$ cat config.mk
export PLATFORM = sky130hd
export DESIGN_NAME = simple_split_ctrl
export DESIGN_NICKNAME = d
export VERILOG_FILES = /design/src/rtl/simple_split_pkg.sv /design/src/rtl/split_settle_timer.sv /design/src/rtl/simple_split_ctrl.sv
export SDC_FILE = /design/constraint.sdc
export NUM_CORES = 1
export LEC_CHECK = 0
export BUFFER_PORTS_ARGS = -buffer_cell sky130_fd_sc_hd__buf_2
export CORE_MARGIN = 2
export CORE_UTILIZATION = 40
export DETAILED_ROUTE_END_ITERATION = 16
export SLEW_MARGIN = 30
export SYNTH_ARGS = -nofsm -noshare
export SYNTH_HDL_FRONTEND = slang
export SYNTH_SLANG_ARGS = --single-unit
$ cat constraint.sdc
create_clock -name clk -period 2.8 [get_ports clk]
set_clock_uncertainty 0.1 [all_clocks]
set_input_delay 0.56 -clock clk [delete_from_list [all_inputs] [get_ports clk]]
set_output_delay 0.56 -clock clk [all_outputs]
set_load 0.01 [all_outputs]
$ cat src/rtl/simple_split_pkg.sv
// Shared definitions for the splitter valve controller: FSM state encoding
// and outlet select constants. The FLUSH state is present only when
// SIMPLE_SPLIT_CTRL_FLUSH_EN is defined.
package simple_split_pkg;

    localparam logic DEST_A = 1'b0;
    localparam logic DEST_B = 1'b1;

    typedef enum logic [2:0] {
        ST_IDLE  = 3'd0,
        ST_OPEN  = 3'd1,
        ST_FLOW  = 3'd2,
        ST_CLOSE = 3'd3
`ifdef SIMPLE_SPLIT_CTRL_FLUSH_EN
        ,
        ST_FLUSH = 3'd4
`endif
    } split_state_e;

endpackage

$ cat src/rtl/split_settle_timer.sv
// Loadable 8-bit down-counter with a zero flag. Used to time the valve
// settle phases. Counting stops at zero instead of wrapping.
module split_settle_timer (
    input  logic       clk,
    input  logic       rst_n,
    input  logic       i_load,
    input  logic [7:0] i_load_val,
    input  logic       i_dec,
    output logic       o_zero
);

    logic [7:0] r_cnt;

    // Load has priority over decrement; hold at zero.
    always_ff @(posedge clk or negedge rst_n) begin
        if (!rst_n) begin
            r_cnt <= 8'd0;
        end else if (i_load) begin
            r_cnt <= i_load_val;
        end else if (i_dec && (r_cnt != 8'd0)) begin
            r_cnt <= r_cnt - 8'd1;
        end
    end

    assign o_zero = (r_cnt == 8'd0);

endmodule

$ cat src/rtl/simple_split_ctrl.sv
// Splitter dispense controller: opens the selected outlet, waits for it to
// settle, holds the inlet open for cmd_vol cycles, then waits again before
// closing the outlet. Zero-volume commands are rejected with an err pulse.
// Optional feature macro: SIMPLE_SPLIT_CTRL_FLUSH_EN adds a FLUSH phase
// (inlet and new outlet open) when the outlet differs from the last one used.
module simple_split_ctrl #(
    parameter int SETTLE_CYC = 4,
    parameter int VOL_W      = 8
) (
    input  logic             clk,
    input  logic             rst_n,
    input  logic             cmd_valid,
    output logic             cmd_ready,
    input  logic             cmd_dest,
    input  logic [VOL_W-1:0] cmd_vol,
    output logic             valve_in,
    output logic             valve_a,
    output logic             valve_b,
    output logic             busy,
    output logic             done,
    output logic             err
);

    import simple_split_pkg::*;

    // Each timed phase lasts SETTLE_CYC cycles: load N-1, leave on zero.
    localparam logic [7:0] SETTLE_LOAD = 8'(SETTLE_CYC - 1);

    split_state_e     r_state;
    split_state_e     w_state_next;
    logic             r_cmd_dest;
    logic [VOL_W-1:0] r_vol_cnt;

    logic r_cmd_ready;
    logic r_valve_in;
    logic r_valve_a;
    logic r_valve_b;
    logic r_busy;
    logic r_done;
    logic r_err;

    logic w_accept;
    logic w_cmd_start;
    logic w_cmd_reject;
    logic w_dest_next;
    logic w_vol_zero;
    logic w_timer_load;
    logic w_timer_dec;
    logic w_timer_zero;
    logic w_done_next;

`ifdef SIMPLE_SPLIT_CTRL_FLUSH_EN
    logic r_last_dest;
`endif

    assign w_accept     = cmd_valid && r_cmd_ready;
    assign w_cmd_start  = w_accept && (cmd_vol != '0);
    assign w_cmd_reject = w_accept && (cmd_vol == '0);
    assign w_vol_zero   = (r_vol_cnt == '0);
    assign w_dest_next  = w_cmd_start ? cmd_dest : r_cmd_dest;

    split_settle_timer u_settle (
        .clk        (clk),
        .rst_n      (rst_n),
        .i_load     (w_timer_load),
        .i_load_val (SETTLE_LOAD),
        .i_dec      (w_timer_dec),
        .o_zero     (w_timer_zero)
    );

    // State register.
    always_ff @(posedge clk or negedge rst_n) begin
        if (!rst_n) begin
            r_state <= ST_IDLE;
        end else begin
            r_state <= w_state_next;
        end
    end

    // Next-state logic and settle-timer control.
    always_comb begin
        w_state_next = r_state;
        w_timer_load = 1'b0;
        w_timer_dec  = 1'b0;
        w_done_next  = 1'b0;
        case (r_state)
            ST_IDLE: begin
                if (w_cmd_start) begin
                    w_timer_load = 1'b1;
`ifdef SIMPLE_SPLIT_CTRL_FLUSH_EN
                    w_state_next = (cmd_dest != r_last_dest) ? ST_FLUSH : ST_OPEN;
`else
                    w_state_next = ST_OPEN;
`endif
                end
            end
`ifdef SIMPLE_SPLIT_CTRL_FLUSH_EN
            ST_FLUSH: begin
                w_timer_dec = 1'b1;
                if (w_timer_zero) begin
                    w_timer_load = 1'b1;
                    w_state_next = ST_OPEN;
                end
            end
`endif
            ST_OPEN: begin
                w_timer_dec = 1'b1;
                if (w_timer_zero) begin
                    w_state_next = ST_FLOW;
                end
            end
            ST_FLOW: begin
                if (w_vol_zero) begin
                    w_timer_load = 1'b1;
                    w_state_next = ST_CLOSE;
                end
            end
            ST_CLOSE: begin
                w_timer_dec = 1'b1;
                if (w_timer_zero) begin
                    w_done_next  = 1'b1;
                    w_state_next = ST_IDLE;
                end
            end
            default: begin
                w_state_next = ST_IDLE;
            end
        endcase
    end

    // Latch the command and count down the flow phase (loaded with vol-1).
    always_ff @(posedge clk or negedge rst_n) begin
        if (!rst_n) begin
            r_cmd_dest <= DEST_A;
            r_vol_cnt  <= '0;
        end else if (w_cmd_start) begin
            r_cmd_dest <= cmd_dest;
            r_vol_cnt  <= cmd_vol - VOL_W'(1);
        end else if ((r_state == ST_FLOW) && !w_vol_zero) begin
            r_vol_cnt  <= r_vol_cnt - VOL_W'(1);
        end
    end

`ifdef SIMPLE_SPLIT_CTRL_FLUSH_EN
    // Remember the outlet of the last completed command.
    always_ff @(posedge clk or negedge rst_n) begin
        if (!rst_n) begin
            r_last_dest <= DEST_A;
        end else if (w_done_next) begin
            r_last_dest <= r_cmd_dest;
        end
    end
`endif

    // Registered outputs, decoded from the upcoming state.
    always_ff @(posedge clk or negedge rst_n) begin
        if (!rst_n) begin
            r_cmd_ready <= 1'b0;
            r_valve_in  <= 1'b0;
            r_valve_a   <= 1'b0;
            r_valve_b   <= 1'b0;
            r_busy      <= 1'b0;
            r_done      <= 1'b0;
            r_err       <= 1'b0;
        end else begin
            r_cmd_ready <= (w_state_next == ST_IDLE);
`ifdef SIMPLE_SPLIT_CTRL_FLUSH_EN
            r_valve_in  <= (w_state_next == ST_FLOW) || (w_state_next == ST_FLUSH);
`else
            r_valve_in  <= (w_state_next == ST_FLOW);
`endif
            r_valve_a   <= (w_state_next != ST_IDLE) && (w_dest_next == DEST_A);
            r_valve_b   <= (w_state_next != ST_IDLE) && (w_dest_next == DEST_B);
            r_busy      <= (w_state_next != ST_IDLE);
            r_done      <= w_done_next;
            r_err       <= w_cmd_reject;
        end
    end

    assign cmd_ready = r_cmd_ready;
    assign valve_in  = r_valve_in;
    assign valve_a   = r_valve_a;
    assign valve_b   = r_valve_b;
    assign busy      = r_busy;
    assign done      = r_done;
    assign err       = r_err;

endmodule

==> results of run 1 <==
layout make-up:
class / count / area, sq um
Tap cell: 48 / 60.1
Inverter: 6 / 22.5
Fill cell: 358 / 1940
Sequential cell: 27 / 676
Clock inverter: 1 / 5.00
Timing Repair Buffer: 20 / 105
Multi-Input combinational cell: 118 / 812
Clock buffer: 3 / 41.3
state kept, by name, indices dropped and copies added (netlist names):
name            cells
r_vol_cnt           8
u_settle.r_cnt      8
r_state             3
busy                1
cmd_ready           1
done                1
err                 1
r_cmd_dest          1
valve_a             1
valve_b             1
valve_in            1
cell usage after synthesis (2+ instances only):
cell type	n	area share [%]
sky130_fd_sc_hd__xor2_1	11	6.3
sky130_fd_sc_hd__nand2_1	9	2.2
sky130_fd_sc_hd__nand3_1	5	1.6
sky130_fd_sc_hd__nor2_1	24	5.9
sky130_fd_sc_hd__nor3_1	3	0.98
sky130_fd_sc_hd__and2_1	2	0.82
sky130_fd_sc_hd__nor3b_1	3	1.5
sky130_fd_sc_hd__a22oi_1	2	0.98
sky130_fd_sc_hd__a21oi_1	6	2.0
sky130_fd_sc_hd__inv_1	6	1.5
sky130_fd_sc_hd__a21oi_2	2	1.1
sky130_fd_sc_hd__o211ai_1	3	1.5
sky130_fd_sc_hd__ha_1	2	1.6
sky130_fd_sc_hd__nor4_1	2	0.82
sky130_fd_sc_hd__o21ai_0	4	1.3
sky130_fd_sc_hd__or4_1	2	0.98
sky130_fd_sc_hd__nand4b_1	3	1.7
sky130_fd_sc_hd__dfrtp_1	27	44
sky130_fd_sc_hd__nor2b_1	2	0.82
sky130_fd_sc_hd__mux2i_1	2	1.3
sky130_fd_sc_hd__or2_1	2	0.82
sky130_fd_sc_hd__xnor2_1	5	2.9
cells in the final DEF (no fill, tap or decap), types with 4 or more instances in the layout:
cell                      Yosys  layout
sky130_fd_sc_hd__nor2_1      24      24
sky130_fd_sc_hd__nand3_1      5       5
sky130_fd_sc_hd__dfrtp_1     27      27
sky130_fd_sc_hd__a21oi_1      6       6
sky130_fd_sc_hd__xor2_1      11      11
sky130_fd_sc_hd__o21ai_0      4       4
sky130_fd_sc_hd__inv_1        6       6
sky130_fd_sc_hd__buf_2        0      18
sky130_fd_sc_hd__nand2_1      9       9
sky130_fd_sc_hd__xnor2_1      5       5
critical path, delay by kind of cell:
kind                       cells  cell delay, ns
AOI/OAI and AO/OA              5            1.14
buffers and inverters          1            0.14
and+or+nand+nor                1            0.40
adders and majority gates      1            0.27
worst paths after layout:
check | from | end | cells after the start
max | cmd_vol[4] | r_vol_cnt[4]$_DFFE_PN0P_ | 8
min | rst_n | done$_DFF_PN0_ | 1
max reg2reg | cmd_ready$_DFF_PN0_ | r_vol_cnt[4]$_DFFE_PN0P_ | 7
min reg2reg | r_cmd_dest$_DFF_PN0_ | r_cmd_dest$_DFF_PN0_ | 2
max in group asynchronous | rst_n | u_settle.r_cnt[7]$_DFFE_PN0P_ | 1
min in group clk | r_cmd_dest$_DFF_PN0_ | r_cmd_dest$_DFF_PN0_ | 2
metal layers:
layer | global-route usage [%] | wire, um | up-vias
met2 | 26.6 | 1500 | 49
met5 | 0 | 0 | -
met3 | 2.90 | 218 | 10
met4 | 6.77 | 87 | 0
li1 | - | - | 588
met1 | 22.3 | 1410 | 610
power groups by stage:
stage / Clock (mW) / Combinational [mW] / Sequential, mW
after floorplan: 0 / 0.232 / 0.542
after detailed placement: 0 / 0.312 / 0.558
after global routing: 0.252 / 0.357 / 0.566
after global placement: 0 / 0.303 / 0.556
final: 0.223 / 0.312 / 0.554
after CTS: 0.231 / 0.315 / 0.552
kinds of logic (layout without fill, tap and decap cells):
logic type                 Yosys count  count (layout)  share of synthesized area (%)
and+or+nand+nor                     66              66                           25.6
AOI/OAI and AO/OA                   31              31                           15.0
DFF                                 27              27                           44.1
xor gates and xnor gates            16              16                           9.14
buffers and inverters                9              30                           2.94
adders and majority gates            2               2                           1.63
muxes                                2               2                           1.31
other                                1               1                          0.245
metrics by stage:
step                instance area (sq um)  utilization (%)  setup slack, ns  power, mW  hold WS [ns]
finish                               1720             47.0            0.355       1.09         0.181
global route                         1720             47.0            0.136       1.18         0.224
CTS                                  1720             47.0            0.372       1.10         0.209
detailed placement                   1680             45.8           0.0918      0.870         0.403
global placement                     1680             45.8            0.166      0.859         0.378
floorplan                            1530                -            0.344      0.773         0.164
==> results.md, run 1 <==
Global routing:
- The global-route congestion overflow total is 0.
- The number of antenna violations at the first check in global routing came to 0.
- Across every metal layer, demand over resource in global routing totals 16.7%.
- The pin count of the biggest net entering global routing is 28.
- The first global-routing pass estimated 5.63 mm of wire.
- The number of global-route vias before repair is 1,267.

Critical path:
- The peak fanout along the critical path is 6.
- The setup slack of the most critical reg-to-reg path is 0.47 ns.
- The largest single stage delay on the critical path is 0.40 ns.
- At the worst endpoint, the required time is 2.87 ns.
- The worst setup path is launched from a primary input.
- The worst setup path is captured at a flop.
- Traced cell by cell, the critical path runs through buf_2, nor4_4, a31oi_2, a21oi_1, ha_1, o21ai_0, a211o_1, o311ai_0.
- The slowest cell on the critical path is sky130_fd_sc_hd__nor4_4.
- The class of the most critical setup path is in2reg.
- Data on the critical path arrives at its endpoint at 2.51 ns.

Logic synthesis:
- The cell count after synthesis is 154.
- Counting distinct cell types in the post-synthesis netlist gives 49.
- In this run, synthesis inferred 0 flip-flops with an integrated enable.
- Summing the sequential cell areas from Yosys gives 44.1% of the chip area.
- The number of nets in the synthesized netlist is 168.
- The leading register cell type out of synthesis is sky130_fd_sc_hd__dfrtp_1.
- The count of synthesis-stage warnings from yosys is 0.
- In this run, synthesis produced a sequential element count of 27.
- For this run, asynchronously set or reset flops after synthesis account for 100%.
- The synthesized cell area is 1530 sq um.
- After synthesis, the mean cell area works out to 9.95 sq um.

Timing:
- The post-route setup TNS is 0 ns.
- Setup repair after global routing left no endpoint under its margin.
- The final critical path time including I/O delays and setup is 2.45 ns.
- Setup violations remaining at the end of the flow were counted as 0.
- The final-report max-slew violation count came to 0.
- The number of hold violations in the final report came to 0.
- Timing would allow up to 409 MHz.
- The worst relative slew slack is 42.8%.
- At the pin with the least slew margin, the transition time is 0.850 ns.
- The final critical path takes up 87.3% of the cycle.

Power and ir drop:
- The internal power consumption is 0.704 mW.
- Per report_power, the combinational group accounts for 28.6% of the total.
- In this run the power density over the cells is 633 nW/um^2.
- The clock network burns 20.5% of the power.
- Registers are responsible for 50.9% of the overall power.
- The leakage component of the power is 0.757 nW.
- IR analysis of the VDD net gives a maximum drop of 275 uV.
- Net switching is 35.4% of the power.
- Summed over all nets, the switching power comes to 0.385 mW.

Cells and area:
- The number of nets in the finished design is 190.
- The fraction of layout instances using a drive strength above 1 is 20.0%.
- The number of antenna diodes in the final layout is 0.
- The area growth from synthesis to layout is 12.3%.
- Excluding fillers, the count of instances in the completed layout stands at 223.

Floorplanning:
- The height of the chip is 65.9 um.
- The core region is 3660 sq um.
- The initial standard-cell utilization of the core is 41.9%.
- The total die area is 4340 sq um.
- The top-level port count is 19.
- Measured along the x axis, the die boundary spans 65.9 um.
- The standard-cell row count is 22.

Run:
- The number of max-cap violations is 0.

Clock tree:
- In this run, CTS created clock tree buffers numbering 3.
- The cell sitting at the root of the clock tree is a sky130_fd_sc_hd__clkbuf_8.
- The CTS tree is built.
- The later pin in the worst-skew pair is clocked with a latency of 0.27 ns.
- After clock tree synthesis, the repair step resized 0 gates.
- After clock tree synthesis, the clock-pin slew on the worst setup and hold paths is 0.09 ns.
- The TritonCTS sink count is 27.
- No sink is reached through more buffers than the 2 on the longest clock path.
- In this run the post-CTS setup repair buffer count came out at 0.
- The count of hold-fix buffers inserted at cts is 0.
- In this run the number of H-tree levels came out at 1.

Route:
- The final antenna-violating net count is 0.
- The first detailed-routing pass ran for 4 iterations.
- The final layout contains routed wiring with a total length of 3.22 mm.
- The post-detailed-route via-to-cell ratio is 5.64.
- For this run, design rule violations remaining after detail routing come to 0.
- The number of DRC markers in iteration 0 is 126.
- In the final routed layout, each cell accounts on average for 14.4 um.
- The final route contains 1,257 vias.

Outcome:
- The flow ran to the end, and the final reports show no timing, DRC or antenna violations.

Placement:
- Detailed placement ended at an HPWL of 2.38 mm.
- The number of placed instances, taps included is 219.
- The number of buffers added on ports is 18.
- The congestion estimate from routability-driven global placement came to 0.949.

Min path:
- In this run the worst hold path is classified as in2async.
Note: power is estimated with default switching activity, not from simulation.
==> run 2: changes to the inputs <==
CELL_PAD_IN_SITES_DETAIL_PLACEMENT = 1   (was default)
CELL_PAD_IN_SITES_GLOBAL_PLACEMENT = 1   (was default)
PLACE_DENSITY_LB_ADDON = 0.1   (was default)
SYNTH_HIERARCHICAL = 1   (was default)
==> results.md, run 2 <==
Cells and area:
- The count of filler cells inserted in the layout is 480.
- The total inserted antenna cells is 0.
- In the final layout, the registers with the most flip-flops are r_vol_cnt x8, u_settle/r_cnt x8, r_state x3.
- From synthesis to final layout, the design area changed by 13.0%.
- Excluding fillers, the count of instances in the completed layout stands at 261.
- In the layout the commonest cells are 27 x sky130_fd_sc_hd__dfrtp_1, 24 x sky130_fd_sc_hd__nor2_1, 18 x sky130_fd_sc_hd__buf_2, 16 x sky130_fd_sc_hd__nand2_1.
- The library cell used most frequently in the layout, excluding fill and tap cells, is sky130_fd_sc_hd__dfrtp_1.
- Cells fill 46.7% of the core in the end.
- After routing the design area is 1860 sq um.
- For this run, the post-layout net count is 227.
- The post-route netlist has 17.5% of its cells at a drive strength greater than 1.

Min path:
- The worst hold path belongs to the class in2async.

Logic synthesis:
- For this run, the leading register cell type out of synthesis is sky130_fd_sc_hd__dfrtp_1.
- The most frequent cell after synthesis is sky130_fd_sc_hd__dfrtp_1.
- The simple-gate area share of the yosys netlist is 25.7%.
- The area fraction of the dominant cell type after synthesis is 41.2%.
- The sequential area share after synthesis is 41.2%.
- The synthesized design spends more area on one cell type than any other, namely sky130_fd_sc_hd__dfrtp_1.
- By area the synthesized netlist is led by sky130_fd_sc_hd__dfrtp_1 41%, sky130_fd_sc_hd__nor2_1 5.5%, sky130_fd_sc_hd__nand2_1 3.7%.
- After synthesis, the share of flip-flops with an asynchronous set or reset is 100%.
- The synthesized netlist devotes 2.29% of its cell area to adder and majority cells.
- The xor and xnor area share after synthesis is 2.13%.
- Counting instances in the post-synthesis netlist gives the leading cell types as 27 x sky130_fd_sc_hd__dfrtp_1, 24 x sky130_fd_sc_hd__nor2_1, 16 x sky130_fd_sc_hd__nand2_1.
- The largest family of logic cells by synthesized area is simple AND/OR/NAND/NOR gates.
- In the synthesized netlist, the number of instances is 187.
- The count of state elements after synthesis is 27.
- The synthesized netlist contains 51 unique library cells.
- Of the post-synthesis cell area, the part taken by muxes is 0%.
- The share of the synthesized area in compound gates (AO/OA/AOI/OAI) is 24.5%.
- The average instance area after synthesis is 8.78 sq um.
- In this run, synthesis inferred 0 flip-flops with an integrated enable.
- The synthesized netlist occupies a cell area of 1640 sq um.
- The Yosys step of the flow raised 6 warnings.

Timing:
- The number of endpoints failing setup at the final stage is 0.
- The slew at the pin closest to its max-slew limit is 0.642 ns.
- Across all setup checks in the final design, the least slack found is 0.273 ns.
- The final critical path time including I/O delays and setup is 2.53 ns.
- The worst hold slack across all endpoints is 0.186 ns.
- The post-route setup TNS is 0 ns.
- Of the available clock period, the critical path in the final layout requires 90.2%.
- The number of hold violations in the final report is 0.
- Based on the critical path, the design can be clocked at up to 396 MHz.
- Setup repair after global routing left no endpoint under its margin.
- The final-report max-slew violation count came to 0.
- The worst pin sits at a relative slew slack of 56.8%.

Route:
- The count of unresolved DRC violations after routing is 0.
- The via count of the routed design is 1,539.
- The average wire per cell in the routed design is 16.6 um.
- The number of detailed-routing iterations run before antenna repair is 4.
- The number of DRC markers in iteration 0 is 40.
- The post-detailed-route via-to-cell ratio is 5.90.
- The final layout contains routed wiring with a total length of 4.32 mm.
- The final antenna-violating net count is 0.

Power and ir drop:
- Summed over all nets, the switching power comes to 0.424 mW.
- The power share of the sequential group is 49.5%.
- The analysis attributes to cell leakage a power of 0.775 nW.
- The worst-case vdd ir drop is 269 uV.
- The clock network accounts for 20.6% of the total power.
- Power spread over the standard cell area amounts to 613 nW/um^2.
- The share of total power in combinational logic is 29.9%.
- The internal power of the cells totals 0.714 mW.
- The switching share of power is 37.2%.
- The total power is 1.14 mW.

Global routing:
- The pin count of the biggest net entering global routing is 28.
- The wire length of the first global-routing pass is 7.44 mm.
- The number of antenna violations at the first check in global routing is 0.
- The total global-route track usage is 21.3%.
- The global-route congestion overflow total is 0.
- The number of global-route vias before repair came to 1,601.

Placement:
- The post-detailed-placement cell area is 1810 sq um.
- In this run the tool buffered the top-level ports with 18 buffer cells.
- The worst setup timing slack at the placement stage is 0.206 ns.
- Summed over all nets, the half-perimeter wirelength after detailed placement is 3.33 mm.
- The placer congestion estimate is 0.793.
- The number of placed instances, taps included, is 257.

Critical path:
- By instance count, the cell type seen most on the critical path is sky130_fd_sc_hd__nor3_1.
- The required time reported for the critical path endpoint is 2.86 ns.
- The slowest cell on the critical path is sky130_fd_sc_hd__dfrtp_1.
- The setup slack of the most critical reg-to-reg path is 0.27 ns.
- The launching point of the worst reg2reg path is r_vol_cnt[5]$_DFFE_PN0P_.
- The startpoint kind of the worst setup timing path is a flop.
- The signal on the critical path passes through nor4_2, and3_1, a21oi_1, nor3_1, buf_4, nor3_1, a221o_1.
- The timing startpoint of the critical path is r_vol_cnt[5]$_DFFE_PN0P_.
- The critical path is of the reg2reg type.
- The cell count of the worst reg-to-reg path is 7.
- The capture point of the worst reg-to-reg path is u_settle/r_cnt[5]$_DFFE_PN0P_.
- STA classifies the critical path endpoint as a flop.
- The largest incremental delay on the critical path is 0.48 ns.
- Following the worst setup path forward leads to its endpoint at u_settle/r_cnt[5]$_DFFE_PN0P_.
- Along the worst path, the maximum fanout reaches 12.
- The endpoint arrival time on the critical path is 2.59 ns.

Floorplanning:
- The floorplan has 23 rows.
- The core region area is 3970 sq um.
- For this configuration, the core starts out at a cell density of 41.3%.
- The die is 68.1 um tall.
- The die covers 4630 sq um.
- The floorplan step set the die width to 68.1 um.
- The top-level port count is 19.

Run:
- The number of max-cap violations is 0.

Clock tree:
- Clock latency on the worst-skew pair, taken at its later pin, is 0.28 ns.
- The clock passes through at most 2 buffers.
- The total clock buffers created by CTS is 3.
- TritonCTS built the clock tree.
- The root buffer cell is sky130_fd_sc_hd__clkbuf_8.
- The clock net in this run drives a total of 27 sinks.
- In this run the number of H-tree levels came out at 1.
- The CTS clock-pin slew for the worst setup and hold paths is 0.11 ns.

Outcome:
- The flow ran to the end, and the final reports show no timing, DRC or antenna violations.
==> run 2: logic make-up (layout without fill, tap and decap cells) <==
family / Yosys count / after routing
other: 2 / 9
adders and majority gates: 3 / 3
AOI/OAI and AO/OA: 55 / 55
xor gates and xnor gates: 4 / 4
and+or+nand+nor: 82 / 82
DFF: 27 / 27
buffers and inverters: 14 / 31
==> run 2: critical path, delay by kind of cell (launching register included) <==
family	cells	cell delay, ns
AOI/OAI and AO/OA	2	0.46
buffers and inverters	1	0.26
and+or+nand+nor	4	1.10
DFF	1	0.48
==> run 2: worst min path at each step <==
| stage | start | end |
|---|---|---|
| after global routing | rst_n | r_vol_cnt[7]$_DFFE_PN0P_ |
| after global placement | r_cmd_dest$_DFF_PN0_ | r_cmd_dest$_DFF_PN0_ |
| after floorplan | rst_n | busy$_DFF_PN0_ |
| final | rst_n | r_vol_cnt[7]$_DFFE_PN0P_ |
| after detailed placement | r_cmd_dest$_DFF_PN0_ | r_cmd_dest$_DFF_PN0_ |
| after CTS | rst_n | r_vol_cnt[7]$_DFFE_PN0P_ |
==> run 2: cell type report <==
| type | count | area, sq um | area share (%) |
|---|---|---|---|
| Sequential cell | 27 | 676 | 36.4 |
| Clock inverter | 1 | 7.51 | 0.405 |
| Multi-Input combinational cell | 153 | 930 | 50.1 |
| Tap cell | 50 | 62.6 | 3.37 |
| Inverter | 5 | 18.8 | 1.01 |
| Clock buffer | 3 | 41.3 | 2.23 |
| Timing Repair Buffer | 22 | 120 | 6.47 |
==> run 2: routing by layer <==
metal  share of wire, %  vias up  track usage [%]
met1                 43      777             25.5
li1                   -      734                -
met2                 53       22             37.7
met3                2.7        6             2.96
met4                1.5        0             9.25
met5                  0        -                0
==> run 2: power groups by stage <==
stage,sequential [mW],clock (mW),combinational (mW)
after floorplan,0.539,0,0.257
after global placement,0.564,0,0.322
final,0.564,0.234,0.340
after CTS,0.562,0.243,0.344
after global routing,0.579,0.258,0.391
after detailed placement,0.569,0,0.343
==> run 2: what timing repair did <==
| item | CTS | global route |
|---|---|---|
| setup endpoints to repair | 0 | 2 |
| hold buffers | 0 | 0 |
| buffers inserted | 0 | 0 |
| gates resized for setup | 0 | 1 |
